**src/rtl/host_readout_ctrl_if.sv**
```systemverilog
// Bundle between the readout controller, the collider-facing snapshot buffer and the host.
// master = controller side, slave = buffer/host side.
interface host_readout_ctrl_if #(
  parameter int DATA_WIDTH    = 32,
  parameter int ADDRESS_WIDTH = 8
);
  logic                     in_collision_state;
  logic                     collider_ready;
  logic                     host_req;
  logic                     host_ack;
  logic [DATA_WIDTH-1:0]    rd_ux;
  logic [DATA_WIDTH-1:0]    rd_uy;
  logic [DATA_WIDTH-1:0]    rd_rho;

  logic                     capture_en;
  logic                     rd_en;
  logic [ADDRESS_WIDTH-1:0] rd_addr;
  logic [DATA_WIDTH-1:0]    out_ux;
  logic [DATA_WIDTH-1:0]    out_uy;
  logic [DATA_WIDTH-1:0]    out_rho;
  logic [ADDRESS_WIDTH-1:0] out_index;
  logic                     out_valid;
  logic                     busy;
  logic                     frame_done;
  logic                     short_frame_err;

  modport master (
    input  in_collision_state, collider_ready, host_req, host_ack,
    input  rd_ux, rd_uy, rd_rho,
    output capture_en, rd_en, rd_addr,
    output out_ux, out_uy, out_rho, out_index, out_valid,
    output busy, frame_done, short_frame_err
  );

  modport slave (
    output in_collision_state, collider_ready, host_req, host_ack,
    output rd_ux, rd_uy, rd_rho,
    input  capture_en, rd_en, rd_addr,
    input  out_ux, out_uy, out_rho, out_index, out_valid,
    input  busy, frame_done, short_frame_err
  );
endinterface

```
**src/rtl/host_readout_ctrl.sv**
```systemverilog
// Freezes one complete collision-phase snapshot and streams it word by word to the host
// with a valid/ack handshake.
module host_readout_ctrl #(
  parameter int DATA_WIDTH    = 32,
  parameter int ADDRESS_WIDTH = 8,
  parameter int DEPTH         = 256
) (
  input  logic                clk,
  input  logic                rst_n,
  host_readout_ctrl_if.master bus
);

  localparam logic [2:0] IDLE      = 3'd0;
  localparam logic [2:0] ARM       = 3'd1;
  localparam logic [2:0] CAPTURE   = 3'd2;
  localparam logic [2:0] READ      = 3'd3;
  localparam logic [2:0] WAIT_DATA = 3'd4;
  localparam logic [2:0] PRESENT   = 3'd5;
  localparam logic [2:0] DONE      = 3'd6;

  // Counter is one bit wider than an address so it can hold DEPTH itself.
  localparam int                     CNT_W     = $clog2(DEPTH + 1);
  localparam logic [CNT_W-1:0]         CNT_FULL  = CNT_W'(DEPTH);
  localparam logic [ADDRESS_WIDTH-1:0] LAST_ADDR = ADDRESS_WIDTH'(DEPTH - 1);

  logic [2:0]               state_q, state_d;
  logic [CNT_W-1:0]         cnt_q, cnt_d;
  logic [ADDRESS_WIDTH-1:0] rd_addr_q, rd_addr_d;
  logic [ADDRESS_WIDTH-1:0] out_index_q, out_index_d;
  logic [DATA_WIDTH-1:0]    out_ux_q, out_ux_d;
  logic [DATA_WIDTH-1:0]    out_uy_q, out_uy_d;
  logic [DATA_WIDTH-1:0]    out_rho_q, out_rho_d;
  logic                     err_q, err_d;
  logic                     req_prev_q;
  logic                     coll_prev_q;

  logic req_rise;
  logic coll_rise;
  logic coll_fall;

  assign req_rise  = bus.host_req & ~req_prev_q;
  assign coll_rise = bus.in_collision_state & ~coll_prev_q;
  assign coll_fall = ~bus.in_collision_state & coll_prev_q;

  always_comb begin
    state_d     = state_q;
    cnt_d       = cnt_q;
    rd_addr_d   = rd_addr_q;
    out_index_d = out_index_q;
    out_ux_d    = out_ux_q;
    out_uy_d    = out_uy_q;
    out_rho_d   = out_rho_q;
    err_d       = err_q;

    case (state_q)
      IDLE: begin
        if (req_rise) begin
          state_d = ARM;
          err_d   = 1'b0;
        end
      end
      ARM: begin
        if (coll_rise) begin
          state_d = CAPTURE;
          cnt_d   = '0;
        end
      end
      CAPTURE: begin
        if (bus.in_collision_state && bus.collider_ready && (cnt_q != CNT_FULL)) begin
          cnt_d = cnt_q + CNT_W'(1);
        end
        // A phase that ends short leaves the buffer incomplete, so wait for the next one.
        if (coll_fall) begin
          if (cnt_q == CNT_FULL) begin
            state_d   = READ;
            rd_addr_d = '0;
          end else begin
            err_d   = 1'b1;
            state_d = ARM;
          end
        end
      end
      READ: begin
        state_d = WAIT_DATA;
      end
      WAIT_DATA: begin
        out_ux_d    = bus.rd_ux;
        out_uy_d    = bus.rd_uy;
        out_rho_d   = bus.rd_rho;
        out_index_d = rd_addr_q;
        state_d     = PRESENT;
      end
      PRESENT: begin
        if (bus.host_ack) begin
          if (rd_addr_q == LAST_ADDR) begin
            state_d = DONE;
          end else begin
            rd_addr_d = rd_addr_q + ADDRESS_WIDTH'(1);
            state_d   = READ;
          end
        end
      end
      DONE: begin
        state_d = IDLE;
      end
      default: begin
        state_d = IDLE;
      end
    endcase
  end

  always_ff @(posedge clk or negedge rst_n) begin
    if (!rst_n) begin
      state_q     <= IDLE;
      cnt_q       <= '0;
      rd_addr_q   <= '0;
      out_index_q <= '0;
      out_ux_q    <= '0;
      out_uy_q    <= '0;
      out_rho_q   <= '0;
      err_q       <= 1'b0;
      req_prev_q  <= 1'b0;
      coll_prev_q <= 1'b0;
    end else begin
      state_q     <= state_d;
      cnt_q       <= cnt_d;
      rd_addr_q   <= rd_addr_d;
      out_index_q <= out_index_d;
      out_ux_q    <= out_ux_d;
      out_uy_q    <= out_uy_d;
      out_rho_q   <= out_rho_d;
      err_q       <= err_d;
      req_prev_q  <= bus.host_req;
      coll_prev_q <= bus.in_collision_state;
    end
  end

  // Strobes decode straight from state so an asynchronous reset clears them immediately.
  assign bus.capture_en      = (state_q == IDLE) || (state_q == ARM) || (state_q == CAPTURE);
  assign bus.rd_en           = (state_q == READ);
  assign bus.out_valid       = (state_q == PRESENT);
  assign bus.busy            = (state_q != IDLE);
  assign bus.frame_done      = (state_q == DONE);
  assign bus.rd_addr         = rd_addr_q;
  assign bus.out_index       = out_index_q;
  assign bus.out_ux          = out_ux_q;
  assign bus.out_uy          = out_uy_q;
  assign bus.out_rho         = out_rho_q;
  assign bus.short_frame_err = err_q;

endmodule

```
**src/flat_wrapper.sv**
```systemverilog
// flat-port wrapper written by rule: the top's interface ports become plain ports
module host_readout_ctrl_flat 
#(
  parameter int DATA_WIDTH    = 32,
  parameter int ADDRESS_WIDTH = 8,
  parameter int DEPTH         = 256
)
  (clk, rst_n, bus_in_collision_state, bus_collider_ready, bus_host_req, bus_host_ack, bus_rd_ux, bus_rd_uy, bus_rd_rho, bus_capture_en, bus_rd_en, bus_rd_addr, bus_out_ux, bus_out_uy, bus_out_rho, bus_out_index, bus_out_valid, bus_busy, bus_frame_done, bus_short_frame_err);
  host_readout_ctrl_if #(.DATA_WIDTH(DATA_WIDTH), .ADDRESS_WIDTH(ADDRESS_WIDTH)) bus_i ();
  input  logic clk;
  input  logic rst_n;
  input wire logic [$bits(bus_i.in_collision_state)-1:0] bus_in_collision_state;
  input wire logic [$bits(bus_i.collider_ready)-1:0] bus_collider_ready;
  input wire logic [$bits(bus_i.host_req)-1:0] bus_host_req;
  input wire logic [$bits(bus_i.host_ack)-1:0] bus_host_ack;
  input wire logic [$bits(bus_i.rd_ux)-1:0] bus_rd_ux;
  input wire logic [$bits(bus_i.rd_uy)-1:0] bus_rd_uy;
  input wire logic [$bits(bus_i.rd_rho)-1:0] bus_rd_rho;
  output wire logic [$bits(bus_i.capture_en)-1:0] bus_capture_en;
  output wire logic [$bits(bus_i.rd_en)-1:0] bus_rd_en;
  output wire logic [$bits(bus_i.rd_addr)-1:0] bus_rd_addr;
  output wire logic [$bits(bus_i.out_ux)-1:0] bus_out_ux;
  output wire logic [$bits(bus_i.out_uy)-1:0] bus_out_uy;
  output wire logic [$bits(bus_i.out_rho)-1:0] bus_out_rho;
  output wire logic [$bits(bus_i.out_index)-1:0] bus_out_index;
  output wire logic [$bits(bus_i.out_valid)-1:0] bus_out_valid;
  output wire logic [$bits(bus_i.busy)-1:0] bus_busy;
  output wire logic [$bits(bus_i.frame_done)-1:0] bus_frame_done;
  output wire logic [$bits(bus_i.short_frame_err)-1:0] bus_short_frame_err;
  assign bus_i.in_collision_state = bus_in_collision_state;
  assign bus_i.collider_ready = bus_collider_ready;
  assign bus_i.host_req = bus_host_req;
  assign bus_i.host_ack = bus_host_ack;
  assign bus_i.rd_ux = bus_rd_ux;
  assign bus_i.rd_uy = bus_rd_uy;
  assign bus_i.rd_rho = bus_rd_rho;
  assign bus_capture_en = bus_i.capture_en;
  assign bus_rd_en = bus_i.rd_en;
  assign bus_rd_addr = bus_i.rd_addr;
  assign bus_out_ux = bus_i.out_ux;
  assign bus_out_uy = bus_i.out_uy;
  assign bus_out_rho = bus_i.out_rho;
  assign bus_out_index = bus_i.out_index;
  assign bus_out_valid = bus_i.out_valid;
  assign bus_busy = bus_i.busy;
  assign bus_frame_done = bus_i.frame_done;
  assign bus_short_frame_err = bus_i.short_frame_err;
  host_readout_ctrl #(.DATA_WIDTH(DATA_WIDTH), .ADDRESS_WIDTH(ADDRESS_WIDTH), .DEPTH(DEPTH)) u_core (.clk(clk), .rst_n(rst_n), .bus(bus_i));
endmodule
```
**config.mk**
```make
export PLATFORM = sky130hd
export DESIGN_NAME = host_readout_ctrl_flat
export DESIGN_NICKNAME = d
export VERILOG_FILES = /design/src/rtl/host_readout_ctrl_if.sv /design/src/rtl/host_readout_ctrl.sv /design/src/flat_wrapper.sv
export SDC_FILE = /design/constraint.sdc
export NUM_CORES = 1
export LEC_CHECK = 0
export ABC_AREA = 1
export BUFFER_PORTS_ARGS = -buffer_cell sky130_fd_sc_hd__buf_2
export CAP_MARGIN = 20
export CORE_MARGIN = 1
export CORE_UTILIZATION = 46
export CTS_CLUSTER_SIZE = 24
export DETAILED_ROUTE_END_ITERATION = 10
export GPL_TIMING_DRIVEN = 0
export PLACE_DENSITY_LB_ADDON = 0.08
export SLEW_MARGIN = 20
export SYNTH_ARGS = -nofsm -noshare
export SYNTH_HDL_FRONTEND = slang
export SYNTH_SLANG_ARGS = --single-unit
```
**constraint.sdc**
```tcl
create_clock -name clk -period 4.1 [get_ports clk]
set_input_delay 0.205 -clock clk [delete_from_list [all_inputs] [get_ports clk]]
set_output_delay 0.205 -clock clk [all_outputs]
set_load 0.01 [all_outputs]
```
==> out/metrics.cfg <==
[power]
netSwitchingPower_mw = 1.869
power_density_nw_per_um2 = 764.4
power_switching_share_pct = 31.97
flop_pwr_share_pct = 35.3
irDropWorstVdd_v = 0.0003495
clock_power_share_pct = 24.8
power_report.internal_total_mw = 3.977
leakage_nw = 4.161
power_frac_comb_pct = 39.9

[critical_path]
setup.worst_path.class = reg2out
cp.arrival_ps = 1470
timing.critical_path.from_type = flip-flop
critical-path-top-delay-family = flip-flops
critical_path.cell_chain = inv_2 > nand3_4 > inv_4 > buf_2
setup.worst_path.end_class = output port
crit_slowest_cell = dfrtp_1
path_buf_inv = 3
cpPeakStageDelay_ps = 480
worstPathMaxFanout = 10
crit_required_ps = 3890

[cells_and_area]
fillers = 970
layout_common_cells = buf_2 (221), dfrtp_1 (127), nand2_1 (93), mux2_4 (77)
num_antenna_cells = 0
layout_commonest_cell = buf_2
final_cells = 868
layout.nets = 793
layout-drive-gt1-share_pct = 54.43
area.growth.synth_to_final_pct = 34.06

[route]
drt-wirelength-per-cell_um = 15.05
wl_met1_um = 5651
iteration_count_of_the_initial_detailed_routing_pass = 4
route.met2.wl_um = 6480
wl_met3_um = 755
antenna_left = 0
via_count = 4066
route.detailed.vias_per_inst = 4.684
routed.top_layer = met4
drt-initial-drc-count = 161
post-route-drc-count = 0
routed_wirelength_um = 13060

[clock_tree]
numClockSinks = 127
h-tree-depth = 4
postCtsSetupRepairBufs = 0
clock_path_buffers = 2
cts-root-buf = clkbuf_16
cts_buffers = 17
worstSkewPairLatency_ps = 410
tritoncts_clock_tree = done
clk_pin_slew_worst_paths_ps = 50

[sta]
report.final.setup_viol = 0
final.setup.tns_ps = 0
maxClockFrequency_mhz = 598.4
finalCriticalPeriod_ps = 1671
holdWs_ps = 21.76
drv_slew = 0
slew_at_the_pin_closest_to_its_max_slew_limit_ps = 512.1
setup_repair_after_global_routing_missed_its_margin = false
fin_worst_skew_ps = 9.149
finalHoldViolCount = 0
slew_headroom_pct = 65.86
fin_ws_ps = 2429
layout_worst_path_cycle_share_pct = 40.76

[placed_design]
finalWeightedCongestion = 0.8797
detailedPlacementHpwl_um = 9475
dp_worst_setup_slack_ps = 2487
buffer_ports.inserted = 219
placed_cell_count = 834

[global_routing]
grt.overflow.total = 0
grt_pass1_wl_um = 20870
groute.usage.overall_pct = 21.35
grt_pass1_vias = 4122
grt_max_degree = 75
antenna_found_initial = 0

[run_status]
outcome = complete, no violations

[hold_path]
hold_class = in2reg

[synthesis]
yosysWarnings = 0
synth.avg_cell_area_um2 = 12.79
synthCells = 446
synth-seq-area-share_pct = 55.71
syn_nets = 551
synth_seq_cells = 127
post_synth_instance_area_um2 = 5704
synth.distinct_cells = 27

[floorplan]
design.portCount = 220
die_w_um = 113.4
dieArea_um2 = 12850
std_cell_rows = 40
initial_utilization_pct = 47.29
core_um2 = 12060
die_height_um = 113.4

[run]
max-cap-violations = 0

worst register-to-register path, cell delays in order (launching register included):
cell and delay, ps:
dfrtp_1 470, ha_1 230, nand2_1 80, nor2_1 140, nand3_1 160, nor2_2 230, nor2_8 80, nand3_1 90
nand2_1 50
cells by family after synthesis:
kind of cell,count (synthesis),share of synthesized area (%)
adder cells (fa/ha/maj),3,0.6581
flip-flops,127,55.71
AO/OA/AOI/OAI,13,1.206
multiplexers,98,24.41
AND/OR/NAND/NOR,157,13.03
buffers and inverters,45,4.518
XOR/XNOR,3,0.4607
registers in the layout, summed over array words and instances, names as in the netlist:
name,flops
u_core.bus.short_frame_err,1
u_core.coll_prev_q,1
u_core.bus.out_index,8
u_core.bus.out_ux,32
u_core.bus.rd_addr,8
u_core.req_prev_q,1
u_core.state_q,3
u_core.bus.out_uy,32
u_core.cnt_q,9
u_core.bus.out_rho,32
synthesized netlist by cell type, drive strengths merged:
| cell type | instances | area, µm² |
|---|---|---|
| a21oi | 3 | 15.01 |
| buf | 14 | 138.9 |
| clkinv | 1 | 3.750 |
| dfrtp | 127 | 3178 |
| ha | 3 | 37.54 |
| inv | 30 | 115.1 |
| mux2 | 98 | 1393 |
| nand2 | 98 | 394.1 |
| nand3 | 29 | 175.2 |
| nand3b | 3 | 22.52 |
| nand4 | 3 | 18.77 |
| nor2 | 23 | 125.1 |
| nor3b | 1 | 7.510 |
| o21ai | 10 | 53.80 |
| xor2 | 3 | 26.28 |
timing repair:
action,CTS,global route
hold buffers,3,0
hold endpoints to repair,55,0
resized for setup,0,0
metrics by stage:
step	cell area [µm²]	utilization [%]	power (mW)
after global placement	7010	58.12	4.382
final	7647	63.40	5.846
after global routing	7647	63.40	6.174
after floorplan	5704	-	3.580
after detailed placement	7044	58.40	4.419
after CTS	7647	63.40	5.915
per-layer routing:
metal	track usage, %	vias up
met5	0	-
met3	6.106	17
met4	7.982	0
li1	-	1954
met1	26.43	1961
met2	35.54	134
path summary, 6_finish.rpt:
kind | from | to | slack (ps) | depth (start not counted)
worst max-delay path | u_core.state_q[1]$_DFFE_PN0P_ | bus_out_valid | 2430 | 4
worst min-delay path | bus_rd_ux[19] | u_core.bus.out_ux[19]$_DFFE_PN0P_ | 20 | 2
worst max register to register | u_core.bus.rd_addr[0]$_DFFE_PN0P_ | u_core.bus.rd_addr[5]$_DFFE_PN0P_ | 2460 | 8
worst min register to register | u_core.bus.out_index[0]$_DFFE_PN0P_ | u_core.bus.out_index[0]$_DFFE_PN0P_ | 480 | 2
max in group asynchronous | rst_n | u_core.cnt_q[3]$_DFFE_PN0P_ | 3030 | 3
min in group asynchronous | rst_n | u_core.bus.out_rho[9]$_DFFE_PN0P_ | 320 | 2
layout make-up:
cell class,instances,area (µm²),share of cell area (%)
Sequential cell,127,3178,41.56
Multi-Input combinational cell,274,2268,29.66
Timing Repair Buffer,223,1160,15.17
Clock buffer,20,456.7,5.972
Tap cell,168,210.2,2.749
Buffer,14,138.9,1.816
Inverter,31,118.9,1.554
Clock inverter,11,116.4,1.522
power groups by stage:
| stage | sequential (mW) | combinational [mW] | clock, mW |
|---|---|---|---|
| 5_1_grt | 2.12 | 2.52 | 1.53 |
| 6_report | 2.06 | 2.33 | 1.45 |
| 3_5_place_dp | 2.08 | 2.34 | 0 |
| 3_3_place_gp | 2.04 | 2.34 | 0 |
| 4_1_cts | 2.06 | 2.37 | 1.49 |
| 2_1_floorplan | 2.31 | 1.27 | 0 |
Note: power is estimated with default switching activity, not from simulation.
